===== src/rtl/mem_arbiter.sv =====
// Single-port RAM arbiter between instruction fetch and the load/store path.
// Data wins ties, bounded by a fetch starvation guard; a watchdog flags a silent RAM.
module mem_arbiter #(
   parameter int unsigned DLIMIT   = 4,
   parameter int unsigned WAIT_MAX = 255
) (
   input  logic        CLK,
   input  logic        RST,
   input  logic        iREN,
   input  logic [31:0] iaddr,
   output logic        iwait,
   output logic [31:0] iload,
   input  logic        dREN,
   input  logic        dWEN,
   input  logic [31:0] daddr,
   input  logic [31:0] dstore,
   output logic        dwait,
   output logic [31:0] dload,
   output logic        ram_ren,
   output logic        ram_wen,
   output logic [31:0] ram_addr,
   output logic [31:0] ram_wdata,
   input  logic [31:0] ram_rdata,
   input  logic        ram_rdy,
   output logic        err
);

   localparam int unsigned CW = $clog2(DLIMIT + 1);
   localparam logic [CW-1:0] DL = CW'(DLIMIT);
   localparam logic [7:0] WM = 8'(WAIT_MAX);

   typedef enum logic [1:0] {IDLE, IGNT, DGNT} state_t;

   state_t        r_state;
   state_t        w_next;
   logic [CW-1:0] r_dcnt;
   logic [7:0]    r_wdog;
   logic          r_err;
   logic          r_ren;
   logic          r_wen;
   logic [31:0]   r_addr;
   logic [31:0]   r_wdata;

   logic w_dreq;
   logic w_dwin;
   logic w_icomp;
   logic w_dcomp;
   logic w_tout;

   assign w_dreq  = dREN | dWEN;
   assign w_dwin  = w_dreq && (!iREN || (r_dcnt < DL));
   // a requester that dropped its enable never completes, even on ram_rdy
   assign w_icomp = (r_state == IGNT) && iREN && ram_rdy;
   assign w_dcomp = (r_state == DGNT) && w_dreq && ram_rdy;
   assign w_tout  = (r_state != IDLE) && !ram_rdy && (r_wdog == WM);

   always_ff @(posedge CLK or posedge RST) begin
      if (RST) r_state <= IDLE;
      else     r_state <= w_next;
   end

   always_comb begin
      w_next = r_state;
      unique case (r_state)
         IDLE: begin
            if (w_dwin)    w_next = DGNT;
            else if (iREN) w_next = IGNT;
            else           w_next = IDLE;
         end
         IGNT: begin
            if (!iREN || ram_rdy || w_tout) w_next = IDLE;
         end
         DGNT: begin
            if (!w_dreq || ram_rdy || w_tout) w_next = IDLE;
         end
         default: w_next = IDLE;
      endcase
   end

   always_comb begin
      iwait     = iREN && !w_icomp;
      dwait     = w_dreq && !w_dcomp;
      iload     = w_icomp ? ram_rdata : 32'h0;
      dload     = w_dcomp ? ram_rdata : 32'h0;
      ram_ren   = r_ren;
      ram_wen   = r_wen;
      ram_addr  = r_addr;
      ram_wdata = r_wdata;
      err       = r_err;
   end

   always_ff @(posedge CLK or posedge RST) begin
      if (RST) begin
         r_ren   <= 1'b0;
         r_wen   <= 1'b0;
         r_addr  <= 32'h0;
         r_wdata <= 32'h0;
         r_wdog  <= 8'h0;
      end else if (r_state == IDLE) begin
         // wdog holds the number of grant cycles including the current one
         r_wdog <= (w_next != IDLE) ? 8'd1 : 8'd0;
         if (w_next == DGNT) begin
            r_addr  <= daddr;
            r_wdata <= dstore;
            r_ren   <= !dWEN;
            r_wen   <= dWEN;
         end else if (w_next == IGNT) begin
            r_addr  <= iaddr;
            r_ren   <= 1'b1;
            r_wen   <= 1'b0;
         end
      end else if (w_next == IDLE) begin
         r_ren  <= 1'b0;
         r_wen  <= 1'b0;
         r_wdog <= 8'h0;
      end else begin
         r_wdog <= r_wdog + 8'd1;
      end
   end

   always_ff @(posedge CLK or posedge RST) begin
      if (RST) begin
         r_dcnt <= '0;
         r_err  <= 1'b0;
      end else begin
         if (w_tout) r_err <= 1'b1;
         if (w_dcomp) begin
            if (!iREN)            r_dcnt <= '0;
            else if (r_dcnt < DL) r_dcnt <= r_dcnt + 1'b1;
         end else if (w_icomp) begin
            r_dcnt <= '0;
         end
      end
   end

endmodule


===== config.mk =====
export PLATFORM = sky130hd
export DESIGN_NAME = mem_arbiter
export DESIGN_NICKNAME = d
export VERILOG_FILES = /design/src/rtl/mem_arbiter.sv
export SDC_FILE = /design/constraint.sdc
export NUM_CORES = 1
export LEC_CHECK = 0
export CORE_MARGIN = 3
export CORE_UTILIZATION = 36
export CTS_CLUSTER_SIZE = 25
export DETAILED_ROUTE_END_ITERATION = 8
export PLACE_DENSITY = 0.89
export SLEW_MARGIN = 20
export SYNTH_ARGS = -nofsm -noshare
export SYNTH_HDL_FRONTEND = slang
export SYNTH_SLANG_ARGS = --single-unit

===== constraint.sdc =====
create_clock -name CLK -period 3.05 [get_ports CLK]
set_input_delay 0.61 -clock CLK [delete_from_list [all_inputs] [get_ports CLK]]
set_output_delay 0.61 -clock CLK [all_outputs]
set_load 0.005 [all_outputs]

==> results.md <==
* Initial Utilization at between 30% and 40%
* Final slew viol count at 0
* Max Cap Violations at 0
* # DRC at 0
* Final Non-Filler Cells at roughly 800
* Tot GR Track Use at a little over a fifth
* CTS Hold Buffers Added at 0
* Remaining antenna violation count after routing at 0
* Crit. End Element: primary output
* Routed len/inst at about 17 microns
* Total grt overflow at 0
* Maximum vdd drop at 0.491 mV
* CP arrival at ~2300 ps
* Vias at 3852
* Largest net degree at the start of global routing at 65
* Cell variety after synth at between 40 and 50
* Initial DRC Count at between 150 and 200
* Post-synth top cells: dfrtp_1, and2_1, nor2_1
* Slowest stage cell, crit path: clkdlybuf4s50_1
* Syn_nets at 513
* Cell row count at 37
* Power share of the clock group at around an eighth
* Core Area at about 0.011 sq mm
* Inserted Clock Buffers at 9
* Clock Skew at 9.23 ps
* Fraction of registers with async set/reset at 100%
* Data required time of the critical path at 2440 ps
* Worst path cell trace: clkdlybuf4s50_1 > nor2_1 > nor3_2 > buf_12 > and2_1 > clkdlybuf4s50_1
* Lkg Pwr at 0.00285 uW
* Ys Warns at 0
* Ys flop type: dfrtp_1
* Die ar. at between 0.01 and 0.015 sq mm
* PnR Total Power at between 5000 and 6000 uW
* Mean Syn Cell Area at ~11 sq um
* WS Path Type: in -> out
* Placed Cells at 763
* Worst r2r path cells at 8
* Worst slew margin at between 40 and 50%
* Crit path from: dWEN
* Instance count on the critical path at 6
* Area delta synth->final at 76.3%
* Gate Count Post-Synth at about 370
* Initial antenna violation count at 1
* Max Clk Rate at 0.340 GHz
* Clock transition at path regs at roughly 90 ps
* Min Tclk post-route at 2940 ps
* Sw frac at a little over a third
* Worst Setup Start Kind: input pin
* IO Pins at 267
* Post-route cell area at around 0.0071 sq mm
* Final setup violation count at 0
* Routability-driven placement congestion ratio at around 1.1
* WP buf/inv at 3
* R2R Path End: ram_wdata[13]$_DFFE_PP0P_
* Root Driver: clkbuf_8
* Post-CTS Resized at 0
* Post-DP Area at slightly below 0.007 sq mm
* Via/cell ratio at about 5
* Setup TNS at 0 ps
* Die Wd at 111 microns
* Mapped cell area at 0.00401 sq mm
* Worst-Margin Slew at approximately 800 ps
* 1st-pass router iterations at 4
* Clock latency on the worst-skew pair at ~360 ps
* Sink Count at 80
* Synthesis-stage register bit count at 80
* RSZ-0062 raised after global routing: false
* Comb pwr share at a little over half
* Dominant cells by area after synthesis: dfrtp_1, and2_1, mux2_2
* Post-synthesis sequential area ratio at around 50%
* Top cell by count, worst path: clkdlybuf4s50_1
* Final period utilization at around 96%
* First-pass GRT wire length at roughly 21000 microns
* Leading area contributor after synthesis: dfrtp_1
* Top cell family by delay on the critical path: buffers and inverters
* P_sw at ~2000 uW
* Most frequent cell after synthesis: dfrtp_1
* Port Buf Inserts at 266
* Max clock buf depth at 2
* Vias in the first global route at 3933
* FF-to-FF Start: r_wdog[0]$_DFF_PP0_
* CP max FO at 33
* DIE HEIGHT at ~110 microns
* Internal Pwr Total at about 3700 uW
* Worst setup path endpoint: dload[7]
* Routed WL at ~13000 microns
* Outcome: finished clean
* Layout cell share with drive strength beyond 1 at 9.95%
* CP max stage delay at 510 ps
* TritonCTS clock tree: yes
* FF-to-FF setup slack at about 370 ps
* Fin nets at 777
* H-tree depth at 3
* Post CTS Setup Buffer Count at 0
* Hold Crit Class: reg -> reg
* Post-DP HPWL at between 10000 and 15000 microns
* Top-area cell type share of the netlist area at around half
* Power Dens Cells at ~800 mW/mm^2
* Post-synth EDFFs at 0
* Final hold vios at 0
* Seq pwr share at 33.0%
-- metal layers --
| metal | part of all wire (%) | track usage [%] |
|---|---|---|
| met5 | 0 | 0 |
| met2 | 55 | 40.7 |
| met3 | 7.6 | 5.38 |
| met4 | 2.7 | 9.16 |
| met1 | 35 | 21.4 |
-- power by group through the flow --
stage | Combinational (uW) | Sequential (uW) | Clock, uW
after detailed placement | 3080 | 1880 | 0
after global routing | 3300 | 1930 | 782
after global placement | 2960 | 1840 | 0
final | 3050 | 1850 | 719
after CTS | 3100 | 1860 | 739
after floorplan | 1450 | 1860 | 0
-- placed cells by master (no fill, tap or decap), types with 4 or more instances in the layout --
cell type,instances
a21oi_1,36
and2_1,66
buf_12,6
buf_4,5
clkbuf_8,9
clkdlybuf4s50_1,266
dfrtp_1,80
ha_1,4
mux2_2,30
mux2i_1,32
nand2_1,6
nand3_1,5
nand4_1,5
nor2_1,40
-- worst min-delay path by stage --
stage                          startpoint              end  slack (ps)  cells after the start
final                     err$_DFFE_PP0P_  err$_DFFE_PP0P_         490                      1
after global routing      err$_DFFE_PP0P_  err$_DFFE_PP0P_         490                      1
after CTS                 err$_DFFE_PP0P_  err$_DFFE_PP0P_         480                      1
after detailed placement  err$_DFFE_PP0P_  err$_DFFE_PP0P_         460                      1
after global placement    err$_DFFE_PP0P_  err$_DFFE_PP0P_         460                      1
after floorplan           err$_DFFE_PP0P_  err$_DFFE_PP0P_         460                      1
-- cell type report --
| cell class | count | area, sq um |
|---|---|---|
| fillers | 808 | 3490 |
| repair buffers | 277 | 2820 |
| flip-flops and latches | 80 | 2000 |
| multi-input cells | 266 | 1870 |
| well taps | 136 | 170 |
| clock buffers | 9 | 124 |
| clock inverters | 7 | 56.3 |
| inverters | 4 | 16.3 |
| diodes | 1 | 2.50 |
-- worst register-to-register path, stage by stage, from the launching register on --
cell and delay [ps]:
dfrtp_1 420, ha_1 250, and3_1 220, a41oi_1 410
a32o_1 230, ha_2 220, and2_1 230, buf_12 230
mux2_2 380
-- flip-flops by register name (all words and copies together) (netlist names) --
| signal | cells |
|---|---|
| ram_ren | 1 |
| ram_wen | 1 |
| r_state | 2 |
| ram_addr | 32 |
| r_wdog | 8 |
| err | 1 |
| ram_wdata | 32 |
| r_dcnt | 3 |
-- through the flow --
stage                     worst slack [ps]  utilization [%]  hold slack, ps
after floorplan                        388                -             460
after global placement                 142             65.2             463
after detailed placement              84.0             65.2             465
after CTS                              109             66.9             482
after global routing                  9.25             66.9             490
final                                  108             66.9             486
-- cell families (layout without fill, tap and decap cells) --
| family | count (synthesis) | in the layout | synth area share (%) |
|---|---|---|---|
| AND/OR/NAND/NOR | 139 | 139 | 19.1 |
| multiplexers | 64 | 64 | 17.0 |
| AO/OA/AOI/OAI | 55 | 55 | 8.24 |
| XOR/XNOR | 3 | 3 | 0.656 |
| flip-flops | 80 | 80 | 50.0 |
| adder cells (fa/ha/maj) | 5 | 5 | 1.56 |
| buffers and inverters | 28 | 297 | 3.50 |
| other | 0 | 1 | 0 |
(Power assumes the default switching activity.)
